`src/rtl/rle_compressor.sv`:
```
// rle_compressor
//   Run-length compressor feeding index_scanner. Each new value is emitted
//   once; a second identical value is emitted again and followed by a count
//   of further repeats, written as 16'hffff continuation words and closed by
//   a terminator word below 16'hffff. Words are buffered in an output FIFO.
//
// Ports
//   clk            system clock
//   rst            asynchronous active-high reset
//   sample         raw 16-bit sample, qualified by sample_strobe
//   sample_strobe  one raw sample this cycle (no backpressure)
//   flush          end of capture, closes any open run
//   out_data       FIFO head word (0 when empty)
//   out_valid      FIFO not empty
//   out_ready      consumer accepts out_data when out_valid && out_ready
//   overflow       sticky flag: words were dropped; cleared only by rst
//   idle           FSM idle and FIFO empty
module rle_compressor #(
  parameter int DEPTH = 16
) (
  input  logic        clk,
  input  logic        rst,
  input  logic [15:0] sample,
  input  logic        sample_strobe,
  input  logic        flush,
  output logic [15:0] out_data,
  output logic        out_valid,
  input  logic        out_ready,
  output logic        overflow,
  output logic        idle
);

  localparam int AW = $clog2(DEPTH);

  typedef enum logic [1:0] {
    S_IDLE,
    S_SINGLE,
    S_RUN
  } state_t;

  state_t        state, state_n;
  logic [15:0]   last, last_n;
  logic [15:0]   cnt, cnt_n;
  logic [1:0]    push_n;
  logic [15:0]   word0, word1;

  logic [15:0]   mem [DEPTH];
  logic [AW-1:0] wr_ptr, rd_ptr;
  logic [AW:0]   count;
  logic [AW:0]   free;
  logic [AW:0]   push_ext;
  logic [AW:0]   num_wr;
  logic          do_write;
  logic          drop;
  logic          pop;

  // Next-state logic. Strobe processing happens first; flush then acts on
  // the post-strobe state, so a run opened or extended this cycle is closed
  // with its updated count. Word order is word0 then word1.
  always_comb begin
    state_n = state;
    last_n  = last;
    cnt_n   = cnt;
    push_n  = 2'd0;
    word0   = 16'h0000;
    word1   = 16'h0000;

    if (sample_strobe) begin
      case (state)
        S_IDLE: begin
          word0   = sample;
          push_n  = 2'd1;
          last_n  = sample;
          state_n = S_SINGLE;
        end
        S_SINGLE: begin
          word0  = sample;
          push_n = 2'd1;
          if (sample == last) begin
            cnt_n   = 16'h0000;
            state_n = S_RUN;
          end else begin
            last_n = sample;
          end
        end
        S_RUN: begin
          if (sample == last) begin
            // Continuation word is emitted instead of letting cnt reach ffff,
            // so a terminator can never be confused with a continuation.
            if (cnt == 16'hfffe) begin
              word0  = 16'hffff;
              push_n = 2'd1;
              cnt_n  = 16'h0000;
            end else begin
              cnt_n = cnt + 16'd1;
            end
          end else begin
            word0   = cnt;
            word1   = sample;
            push_n  = 2'd2;
            last_n  = sample;
            state_n = S_SINGLE;
          end
        end
        default: state_n = S_IDLE;
      endcase
    end

    if (flush) begin
      if (state_n == S_RUN) begin
        if (push_n == 2'd0) begin
          word0 = cnt_n;
        end else begin
          word1 = cnt_n;
        end
        push_n  = push_n + 2'd1;
        state_n = S_IDLE;
      end else if (state_n == S_SINGLE) begin
        state_n = S_IDLE;
      end
    end
  end

  // Space check uses the count registered at the start of the cycle; a
  // same-cycle pop does not make room. A cycle's words are written all or
  // nothing.
  always_comb begin
    free     = (AW+1)'(DEPTH) - count;
    push_ext = (AW+1)'(push_n);
    drop     = (push_n != 2'd0) && (free < push_ext);
    do_write = (push_n != 2'd0) && !drop;
    num_wr   = do_write ? push_ext : '0;
    pop      = out_valid && out_ready;
  end

  // FSM registers advance even when the cycle's words were dropped.
  always_ff @(posedge clk or posedge rst) begin
    if (rst) begin
      state <= S_IDLE;
      last  <= 16'h0000;
      cnt   <= 16'h0000;
    end else begin
      state <= state_n;
      last  <= last_n;
      cnt   <= cnt_n;
    end
  end

  // FIFO pointers, occupancy and the sticky overflow flag.
  always_ff @(posedge clk or posedge rst) begin
    if (rst) begin
      wr_ptr   <= '0;
      rd_ptr   <= '0;
      count    <= '0;
      overflow <= 1'b0;
    end else begin
      if (do_write) begin
        wr_ptr <= wr_ptr + AW'(push_n);
      end
      if (pop) begin
        rd_ptr <= rd_ptr + AW'(1);
      end
      count <= count + num_wr - (AW+1)'(pop);
      if (drop) begin
        overflow <= 1'b1;
      end
    end
  end

  // Storage array carries no reset; emptiness is tracked by count alone.
  always_ff @(posedge clk) begin
    if (do_write) begin
      mem[wr_ptr] <= word0;
      if (push_n == 2'd2) begin
        mem[wr_ptr + AW'(1)] <= word1;
      end
    end
  end

  assign out_valid = (count != '0);
  assign out_data  = out_valid ? mem[rd_ptr] : 16'h0000;
  assign idle      = (state == S_IDLE) && (count == '0);

endmodule

```
`config.mk`:
```
export PLATFORM = sky130hd
export DESIGN_NAME = rle_compressor
export DESIGN_NICKNAME = d
export VERILOG_FILES = /design/src/rtl/rle_compressor.sv
export SDC_FILE = /design/constraint.sdc
export NUM_CORES = 1
export LEC_CHECK = 0
export CELL_PAD_IN_SITES_DETAIL_PLACEMENT = 0
export CELL_PAD_IN_SITES_GLOBAL_PLACEMENT = 2
export CORE_UTILIZATION = 46
export DETAILED_ROUTE_END_ITERATION = 10
export GPL_TIMING_DRIVEN = 1
export PLACE_DENSITY_LB_ADDON = 0.1
export RECOVER_POWER = 25
export SYNTH_ARGS = -nofsm -noshare
export SYNTH_HDL_FRONTEND = slang
export SYNTH_SLANG_ARGS = --single-unit
```
`constraint.sdc`:
```
create_clock -name clk -period 5.9 [get_ports clk]
set_input_delay 0.59 -clock clk [delete_from_list [all_inputs] [get_ports clk]]
set_output_delay 0.59 -clock clk [all_outputs]
set_load 0.01 [all_outputs]
```
Word-level counts from Yosys, hierarchy flattened --
Memory sizes are Yosys's and may differ from the RTL's. Cells that the tools add are included.
Word-level totals: bits in writable memories 256, logic and storage cells 79, output and inout bits 19, bits of input ports 21, memories kept 1, bits in registers 48
Memories:
- mem | depth 16, bits a word 16, read ports 1, clocked after memory_dff 0, wr ports 2, line 47 | logic [15:0] mem [DEPTH];
Operators by class: $add $sub $neg 8, order comparisons 1, mux-type cells 40, equality and inequality tests 8, reductions and logical operators 14
Operators with widths (count):
- $mux W16 | 18
- $pmux W16 S2 | 3
- $mux W2 | 11
- $add A16 B1 Y16 const B | 1
- $eq A16 B16 Y1 | 1
- $eq A16 B16 Y1 const B | 1
- $add A4 B1 Y4 const B | 2
- $eq A2 B2 Y1 const B | 3
- $mux W1 | 6
- $pmux W2 S3 | 1
- $add A5 B2 Y5 | 1
- $logic_not A5 Y1 | 1
- $lt A5 B2 Y1 | 1
- $reduce_bool A5 Y1 | 1
- $sub A5 B1 Y5 | 1
- $sub A5 B5 Y5 const A | 1
- $add A4 B2 Y4 | 1
- $eq A2 B1 Y1 const B | 2
- $logic_and A1 B1 Y1 | 4
- $logic_not A2 Y1 | 2
- $pmux W2 S2 | 1
- $reduce_bool A2 Y1 | 2
- $reduce_or A2 Y1 | 2
- $reduce_and A3 Y1 | 1
- 3 further kinds | 3

Longest topological paths before layout --
Gate-level depths: netlist (run 1).
word-level depth 15, mapped depth 24

Least setup slack after synthesis (run 1) --
No wires, ideal clock.
path type input-to-reg, start input sample[15], end memory mem[2][0], enable pin, arrival time 4.517 ns, path buffers 5, cell stages on the path 18, slack 0.988 ns, required time 5.505 ns, cells stage by stage xor2_1 -> nor4_1 -> nand4_1 -> and3_1 -> buf_2 -> buf_1 -> inv_1 -> ha_1 -> a21oi_1 -> ha_1 -> nor2b_1 -> nand2_1 -> nor2_1 -> or3_1 -> buf_6 -> buf_8 -> buf_2 -> o22ai_1
RTL lines:
- from (decl) | line 23 | input logic [15:0] sample,
- to (decl) | line 47

==> reports/metrics.yaml, run 1 <==
finish:
  area_delta_synth_final_pct: 14.1
  drive_gt1_share_pct: 22.2
  finalCoreUtilization_pct: 53.3
  design_area_um2: 19000
  fin_nets: 1252
  final_common_cell: "mux2i_1"
  diodes: 0
  stdcell_count: 1698
  most-common-layout-cells: "mux2i_1 (257), edfxtp_1 (256), mux4_2 (80)"
synthesis:
  ys_ff_latch: 304
  synth_edf_count: 256
  syn_area_per_cell_um2: 14.5
  synth-main-ff-cell: "edfxtp_1"
  ys_top_cells_by_area: "edfxtp_1 (46%), mux2i_1 (15%), mux4_2 (11%)"
  async_flop_share_pct: 15.8
  synthesis.nets: 1190
  syn_area_um2: 16600
  synth_cell_types: 59
  synth_area_leader_cell: "edfxtp_1"
  yosysSeqAreaShare_pct: 53.5
  yosys_warnings: 0
  netlist_instances: 1147
  netlist.area_leader.share_pct: 46.3
timing:
  fin_hold_ws_ns: 0.476
  slew_headroom_pct: -97.0
  max_freq_mhz: 198
  fin_ws_ns: 0.861
  setup_viol: 0
  finalHoldViolCount: 0
  slew_violations: 64
  period_share_pct: 85.4
  rsz0062_at_grt: "false"
  fin_crit_ns: 5.04
  skew_ns: 0.0219
  max_slew.worst_pin.slew_ns: 2.96
  tns_ns: 0
drt:
  routedWlPerCell_um: 25.5
  drc_errors: 0
  via_per_inst: 5.96
  first_pass_iters: 5
  final_antenna_net_count: 0
  drt_iter0_drc: 649
  wirelength_um: 43300
  vias: 10100
global_route:
  antenna_found_initial: 0
  grt_pass1_wl_um: 66300
  grt_max_degree: 49
  grt.overflow.total: 0
  grt.total_usage_pct: 24.6
  grt_pass1_vias: 10500
floorplanning:
  ios: 40
  dieArea_um2: 36900
  die_y_um: 192
  start_util_pct: 46.7
  die_w_um: 192
  core_um2: 35600
  rows: 69
place:
  dp_hpwl_um: 29600
  port-buffer-count: 39
  dpl.cell_count: 1631
  dpl_worst_slack_ns: 0.580
  postPlaceCellArea_um2: 17900
  gp_congestion: 0.785
critical_path:
  critPathMaxFanout: 27
  critPathKind: "input port to register"
  arrival_ns: 5.29
  required_ns: 6.16
  crit_path_start_kind: "input port"
  end_kind: "register"
  r2r_slack_ns: 1.16
clock_tree:
  clock_path_buffers: 3
  clock-root-buffer: "clkbuf_16"
  clkTransAtPathRegs_ns: 0.06
  ctsResizeCount: 0
  post_cts_buffers: 0
  htree_levels: 2
  cts_buffers: 37
  clock_sinks: 304
  clk_latency_ns: 0.54
  ctsHoldBuffers: 0
  cts_tree: "yes"
hold_path:
  hold_path.class: "register to register"
status:
  status: "finished with violations"
  violations: "capacitance limit, slew limit"
run:
  cap_violations: 2
power:
  power_density_nw_per_um2: 389
  p_total_mw: 7.37
  leakage_nw: 6.26
  ir_worst_vdd_mv: 0.293
[per-layer routing]
| metal | wire [µm] | global-route usage (%) | vias up |
|---|---|---|---|
| met5 | 0 | 0 | - |
| met4 | 1370 | 9.30 | 0 |
| met3 | 2000 | 4.00 | 61 |
| met2 | 21200 | 40.6 | 228 |
| met1 | 18700 | 32.5 | 5258 |
| li1 | - | - | 4580 |
[power by group]
group / switching, mW / internal, mW
logic: 1.14 / 1.20
registers: 0.232 / 2.60
clock network: 0.895 / 1.30
total: 2.26 / 5.11
[Yosys cell counts (all sizes together) (11+ instances only)]
| master | count |
|---|---|
| and2 | 20 |
| xor2 | 18 |
| o21ai | 11 |
| buf | 67 |
| mux2 | 20 |
| nand3 | 11 |
| a22oi | 18 |
| o22ai | 12 |
| mux4 | 80 |
| edfxtp | 256 |
| nor2 | 47 |
| a2bb2oi | 17 |
| nor3 | 21 |
| clkbuf | 36 |
| dfrtp | 48 |
| mux2i | 257 |
| inv | 29 |
| nand2 | 29 |
| nor4 | 12 |
| ha | 20 |
| a21oi | 28 |
| a31oi | 14 |
[registers in the layout (all words and copies together) (netlist names)]
| register | flops |
|---|---|
| cnt | 16 |
| state | 2 |
| overflow | 1 |
| last | 16 |
| rd_ptr | 4 |
| wr_ptr | 4 |
| mem | 256 |
| count | 5 |
[cells by family (layout without fill, tap and decap cells)]
family                     count (synthesis)  in the layout  synth area share [%]
AOI/OAI and AO/OA                        130            130                  5.48
buffers and inverters                    132            222                  3.90
and+or+nand+nor                          176            176                  6.31
DFF                                      304            304                  53.5
adders and majority gates                 22             22                  1.75
xor gates and xnor gates                  26             26                  1.37
muxes                                    357            357                  27.7
[path summary, 6_finish.rpt]
kind                       startpoint         to  cells after the start
max                         sample[9]  mem[0][6]                     11
min                          overflow   overflow                      1
max reg2reg                  last[14]  mem[0][6]                     10
min reg2reg                  overflow   overflow                      1
max in group asynchronous         rst  rd_ptr[0]                      3
min in group asynchronous         rst  rd_ptr[0]                      3
[cell type report]
class / count / area (µm²)
timing repair buffer: 126 / 1050
tap: 461 / 577
multi-input combinational: 711 / 7160
clock inverter: 15 / 138
inverter: 29 / 109
clock buffer: 52 / 1020
sequential: 304 / 8890
fill: 3089 / 16600
[critical path, stage by stage]
cell,delay (ns)
dlygate4sd3_1,0.65
xor2_1,0.18
nor4_1,0.45
and4_1,0.32
clkbuf_1,0.95
a21boi_0,0.95
a41oi_1,0.47
a31oi_1,0.11
a22oi_1,0.19
buf_4,0.28
mux2i_1,0.12
No activity file was read; power rests on OpenSTA's default activity.
==> run 2, diff against run 1 <==
- SKIP_CTS_REPAIR_TIMING: default -> 1
- SKIP_LAST_GASP: default -> 1
==> results of run 2 <==
The final DEF is identical to that of run 1; final timing and power are the same.
==> run 3, diff against run 2 <==
- HOLD_SLACK_MARGIN: default -> 0.1
==> results of run 3 <==
The final DEF is identical to that of run 1; final timing and power are the same.
